`src/rtl/fnd_controller.sv`:
```
// fnd_controller: scans a 4-digit common-anode 7-segment display showing either
// sec:msec or hour:min, with the centre decimal point as a half-second blinker.
module fnd_controller #(
    parameter int CLK_FREQ = 100_000_000,
    parameter int SCAN_HZ  = 1000
) (
    input  logic       clk,
    input  logic       rst,
    input  logic       i_sel_mode,
    input  logic [6:0] msec,
    input  logic [5:0] sec,
    input  logic [5:0] min,
    input  logic [4:0] hour,
    output logic [3:0] fnd_com,
    output logic [7:0] fnd_data
);

    localparam int SCAN_DIV = CLK_FREQ / SCAN_HZ;
    localparam int CNT_W    = (SCAN_DIV > 1) ? $clog2(SCAN_DIV) : 1;

    typedef enum logic [1:0] {
        DIG0 = 2'd0,
        DIG1 = 2'd1,
        DIG2 = 2'd2,
        DIG3 = 2'd3
    } digit_t;

    logic [CNT_W-1:0] scan_cnt;
    logic             scan_tick;
    digit_t           digit_sel;
    digit_t           digit_next;
    logic [3:0]       code;
    logic [3:0]       com_next;
    logic [6:0]       seg_next;
    logic             dp_next;

    assign scan_tick = (scan_cnt == CNT_W'(SCAN_DIV - 1));

    // Scan divider: free-running 0..SCAN_DIV-1
    always_ff @(posedge clk or posedge rst) begin
        if (rst) begin
            scan_cnt <= '0;
        end else if (scan_tick) begin
            scan_cnt <= '0;
        end else begin
            scan_cnt <= scan_cnt + CNT_W'(1);
        end
    end

    // Digit-select state register
    always_ff @(posedge clk or posedge rst) begin
        if (rst) begin
            digit_sel <= DIG0;
        end else begin
            digit_sel <= digit_next;
        end
    end

    // Next digit: advance once per scan tick, wrapping 3 -> 0
    always_comb begin
        digit_next = digit_sel;
        if (scan_tick) begin
            case (digit_sel)
                DIG0:    digit_next = DIG1;
                DIG1:    digit_next = DIG2;
                DIG2:    digit_next = DIG3;
                default: digit_next = DIG0;
            endcase
        end
    end

    // Digit value and enable for the currently selected position
    always_comb begin
        code     = '0;
        com_next = '1;
        case (digit_sel)
            DIG0: begin
                code     = i_sel_mode ? 4'(min % 6'd10) : 4'(msec % 7'd10);
                com_next = 4'b1110;
            end
            DIG1: begin
                code     = i_sel_mode ? 4'(min / 6'd10) : 4'(msec / 7'd10);
                com_next = 4'b1101;
            end
            DIG2: begin
                code     = i_sel_mode ? 4'(hour % 5'd10) : 4'(sec % 6'd10);
                com_next = 4'b1011;
            end
            default: begin
                code     = i_sel_mode ? 4'(hour / 5'd10) : 4'(sec / 6'd10);
                com_next = 4'b0111;
            end
        endcase
        dp_next = !((digit_sel == DIG2) && (msec < 7'd50));
    end

    // Segment decode (active-low g..a); codes above 9 blank the digit
    always_comb begin
        seg_next = 7'h7F;
        case (code)
            4'd0:    seg_next = 7'h40;
            4'd1:    seg_next = 7'h79;
            4'd2:    seg_next = 7'h24;
            4'd3:    seg_next = 7'h30;
            4'd4:    seg_next = 7'h19;
            4'd5:    seg_next = 7'h12;
            4'd6:    seg_next = 7'h02;
            4'd7:    seg_next = 7'h78;
            4'd8:    seg_next = 7'h00;
            4'd9:    seg_next = 7'h10;
            default: seg_next = 7'h7F;
        endcase
    end

    // Output registers: one cycle behind digit select and inputs
    always_ff @(posedge clk or posedge rst) begin
        if (rst) begin
            fnd_com  <= '1;
            fnd_data <= '1;
        end else begin
            fnd_com  <= com_next;
            fnd_data <= {dp_next, seg_next};
        end
    end

endmodule

```
`config.mk`:
```
export PLATFORM = sky130hd
export DESIGN_NAME = fnd_controller
export DESIGN_NICKNAME = d
export VERILOG_FILES = /design/src/rtl/fnd_controller.sv
export SDC_FILE = /design/constraint.sdc
export NUM_CORES = 1
export LEC_CHECK = 0
export BUFFER_PORTS_ARGS = -buffer_cell sky130_fd_sc_hd__buf_2
export CAP_MARGIN = 20
export CORE_ASPECT_RATIO = 1.2
export CORE_MARGIN = 8
export CORE_UTILIZATION = 35
export CTS_BUF_LIST = sky130_fd_sc_hd__clkbuf_8
export DETAILED_ROUTE_END_ITERATION = 10
export GPL_TIMING_DRIVEN = 0
export PLACE_DENSITY = 0.63
export SETUP_SLACK_MARGIN = 0.02
export SYNTH_ARGS = -nofsm -noshare
export SYNTH_HDL_FRONTEND = slang
export SYNTH_SLANG_ARGS = --single-unit
```
`constraint.sdc`:
```
create_clock -name clk -period 3.95 [get_ports clk]
set_input_delay 0.395 -clock clk [delete_from_list [all_inputs] [get_ports clk]]
set_output_delay 0.395 -clock clk [all_outputs]
set_load 0.02 [all_outputs]
```
==> qor.yml <==
outcome: "finished clean"
synthesis.nets: 305
gp_congestion: 0.830
crit_type: "flop to flop"
swShare_pct: 29.9
cts_hold_buf: 0
cap_violations: 0
combPwrFrac_pct: 33.0
htree_levels: 2
reg2reg_slack_ns: 0.15
clock_latency_ns: 0.28
hold_viol: 0
utilization_pct: 44.0
die_width_um: 95.0
cts_tree: "yes"
syn_area_um2: 2620
period_share_pct: 96.2
dp_hpwl_mm: 4.47
setup_viol: 0
crit_path_max_fanout: 10
period_needed_ns: 3.80
ys_warn_count: 0
first_iter_violations: 65
power_frac_seq_pct: 35.9
antenna_found_initial: 0
ir_drop_uv: 334
leakagePower_nw: 1.37
numCtsBuffers: 5
cp-end-kind: "flop"
layout_common_cells: "37 x buf_2, 23 x nor2_1, 19 x inv_1, 19 x dfrtp_1, 14 x nand2_1"
rows: 34
hold_slack_ns: 0.206
drive_above_1_share_pct: 36.0
p_int_uw: 714
grt_pass1_vias: 2131
gr-total-overflow: 0
hold_path_class: "primary input to async pin"
via_count: 2181
arrival_ns: 4.01
dp_cells: 390
final_area_um2: 3200
skew_ns: 0.00743
async_flop_share_pct: 100
yosysUniqueCellTypes: 72
core-area_um2: 7270
p_per_area_nw_per_um2: 319
drc: 0
ys_ff_latch: 31
die_y_um: 111
drv_slew: 0
synth_seq_area_share_pct: 30.2
ios: 39
routedWlPerCell_um: 14.5
clkTransAtPathRegs_ns: 0.07
p_switching_uw: 305
initial_core_util_pct: 36.0
groute.usage.overall_pct: 11.2
place_ws_ns: -0.318
synth_flop_cell: "dfrtp_1"
port_buffers: 37
placed_area_um2: 2950
clkSinkCount: 31
grt_pass1_wl_mm: 9.80
layout_commonest_cell: "buf_2"
postSynthAreaPerCell_um2: 10.0
fmax_mhz: 263
grt_max_degree: 17
synth-edff-count: 0
timing.slew.headroom_pct: 54.7
root_buffer: "clkbuf_8"
dieArea_um2: 10500
syn_inst: 262
fin_cells: 404
power_frac_clock_pct: 31.2
worstMarginPinSlew_ns: 0.679
startpoint_type: "flop"
cp_data_required_time_ns: 4.16
cts_buffer_depth: 2
fin_nets: 356
rsz0062_at_grt: "yes"
setup_slack_ns: 0.149
wl_mm: 5.84
area_growth_pct: 22.1
ant_nets: 0
diodes: 0
first_pass_iters: 6
via_per_inst: 5.40
## power by group through the flow
| stage | sequential (mW) | clock (mW) | combinational [mW] |
|---|---|---|---|
| global route | 0.369 | 0.343 | 0.371 |
| detailed placement | 0.371 | 0 | 0.319 |
| CTS | 0.366 | 0.327 | 0.327 |
| global placement | 0.372 | 0 | 0.312 |
| finish | 0.365 | 0.318 | 0.336 |
| floorplan | 0.411 | 0 | 0.199 |
## cell families after synthesis
kind of cell             synth area share (%)
AO/OA/AOI/OAI                            19.4
XOR/XNOR                                 5.01
adder cells (fa/ha/maj)                  7.64
buffers and inverters                    6.59
flip-flops                               30.2
multiplexers                             12.7
AND/OR/NAND/NOR                          18.4
## state kept, by name, indices dropped and copies added (netlist names)
register   flops
scan_cnt      17
fnd_data       8
fnd_com        4
digit_sel      2
## synth_stat cells, drive strengths merged, types with 3 or more instances
library cell  number  share of area [%]
dfstp             12                 12
nor4b              3                1.5
nand3              7                1.3
and3               3               0.72
nor2              24                3.4
xor2               6                2.0
mux4               9                7.7
xnor2              9                3.0
ha                16                7.6
nand4              3               0.72
buf                8                3.3
a21oi             10                2.1
and4               4                1.3
a31oi              3               0.95
dfrtp             19                 18
nand2b             5                1.2
nor2b              3               0.72
nand2             14                2.0
clkbuf             3               0.43
o21ai             10                2.1
mux2i              7                2.7
inv               20                2.9
mux2               5                2.3
a2111oi            3                1.5
nor3               6                1.3
a21o               3               0.86
o211ai             4                1.3
## worst max-delay path, cell delays in order, from the launching register on
cell,delay (ns)
dfrtp_1,0.41
inv_1,0.12
ha_1,0.16
clkbuf_4,0.20
mux2_2,0.40
a21bo_2,0.28
a2111oi_4,0.36
a211oi_2,0.11
ha_2,0.23
o21a_1,0.10
a311o_1,0.28
a31o_1,0.23
a31oi_2,0.24
buf_6,0.18
mux2_4,0.31
a21oi_2,0.13
## area by class of cell
cell class | count | area [µm²]
multi-input cells | 200 | 1740
plain buffers | 11 | 106
well taps | 90 | 113
inverters | 20 | 75.1
clock inverters | 2 | 35.0
fillers | 712 | 4080
repair buffers | 44 | 258
flip-flops and latches | 31 | 791
clock buffers | 6 | 82.6
## path summary, 6_finish.rpt
| check | startpoint | to | cells after the start |
|---|---|---|---|
| min in group clk | msec[6] | fnd_data[7]$_DFF_PP1_ | 2 |
| max in group asynchronous | rst | fnd_com[3]$_DFF_PP1_ | 3 |
| min reg2reg | scan_cnt[0]$_DFF_PP0_ | scan_cnt[0]$_DFF_PP0_ | 1 |
| max | digit_sel[0]$_DFFE_PP0N_ | fnd_data[5]$_DFF_PP1_ | 15 |
| min | rst | scan_cnt[15]$_DFF_PP0_ | 2 |
| max reg2reg | digit_sel[0]$_DFFE_PP0N_ | fnd_data[5]$_DFF_PP1_ | 15 |
## per-stage QoR
stage	setup TNS [ns]	power [mW]
floorplan	0	0.609
global placement	-1.56	0.684
detailed placement	-1.71	0.690
CTS	0	1.02
global route	-0.0470	1.08
finish	0	1.02
## routing by layer
metal  GRT usage (%)  part of all wire [%]
met2            17.2                    47
met4            3.13                  0.79
met5               0                     0
met1            15.1                    47
met3            2.78                   5.1
## timing repair
| action | in CTS | in global routing |
|---|---|---|
| setup buffers | 1 | 5 |
| endpoints found under the setup margin | 7 | 7 |
| gates resized for setup | 10 | 10 |
| pin swaps | 1 | 5 |
No activity file was read; power rests on OpenSTA's default activity.
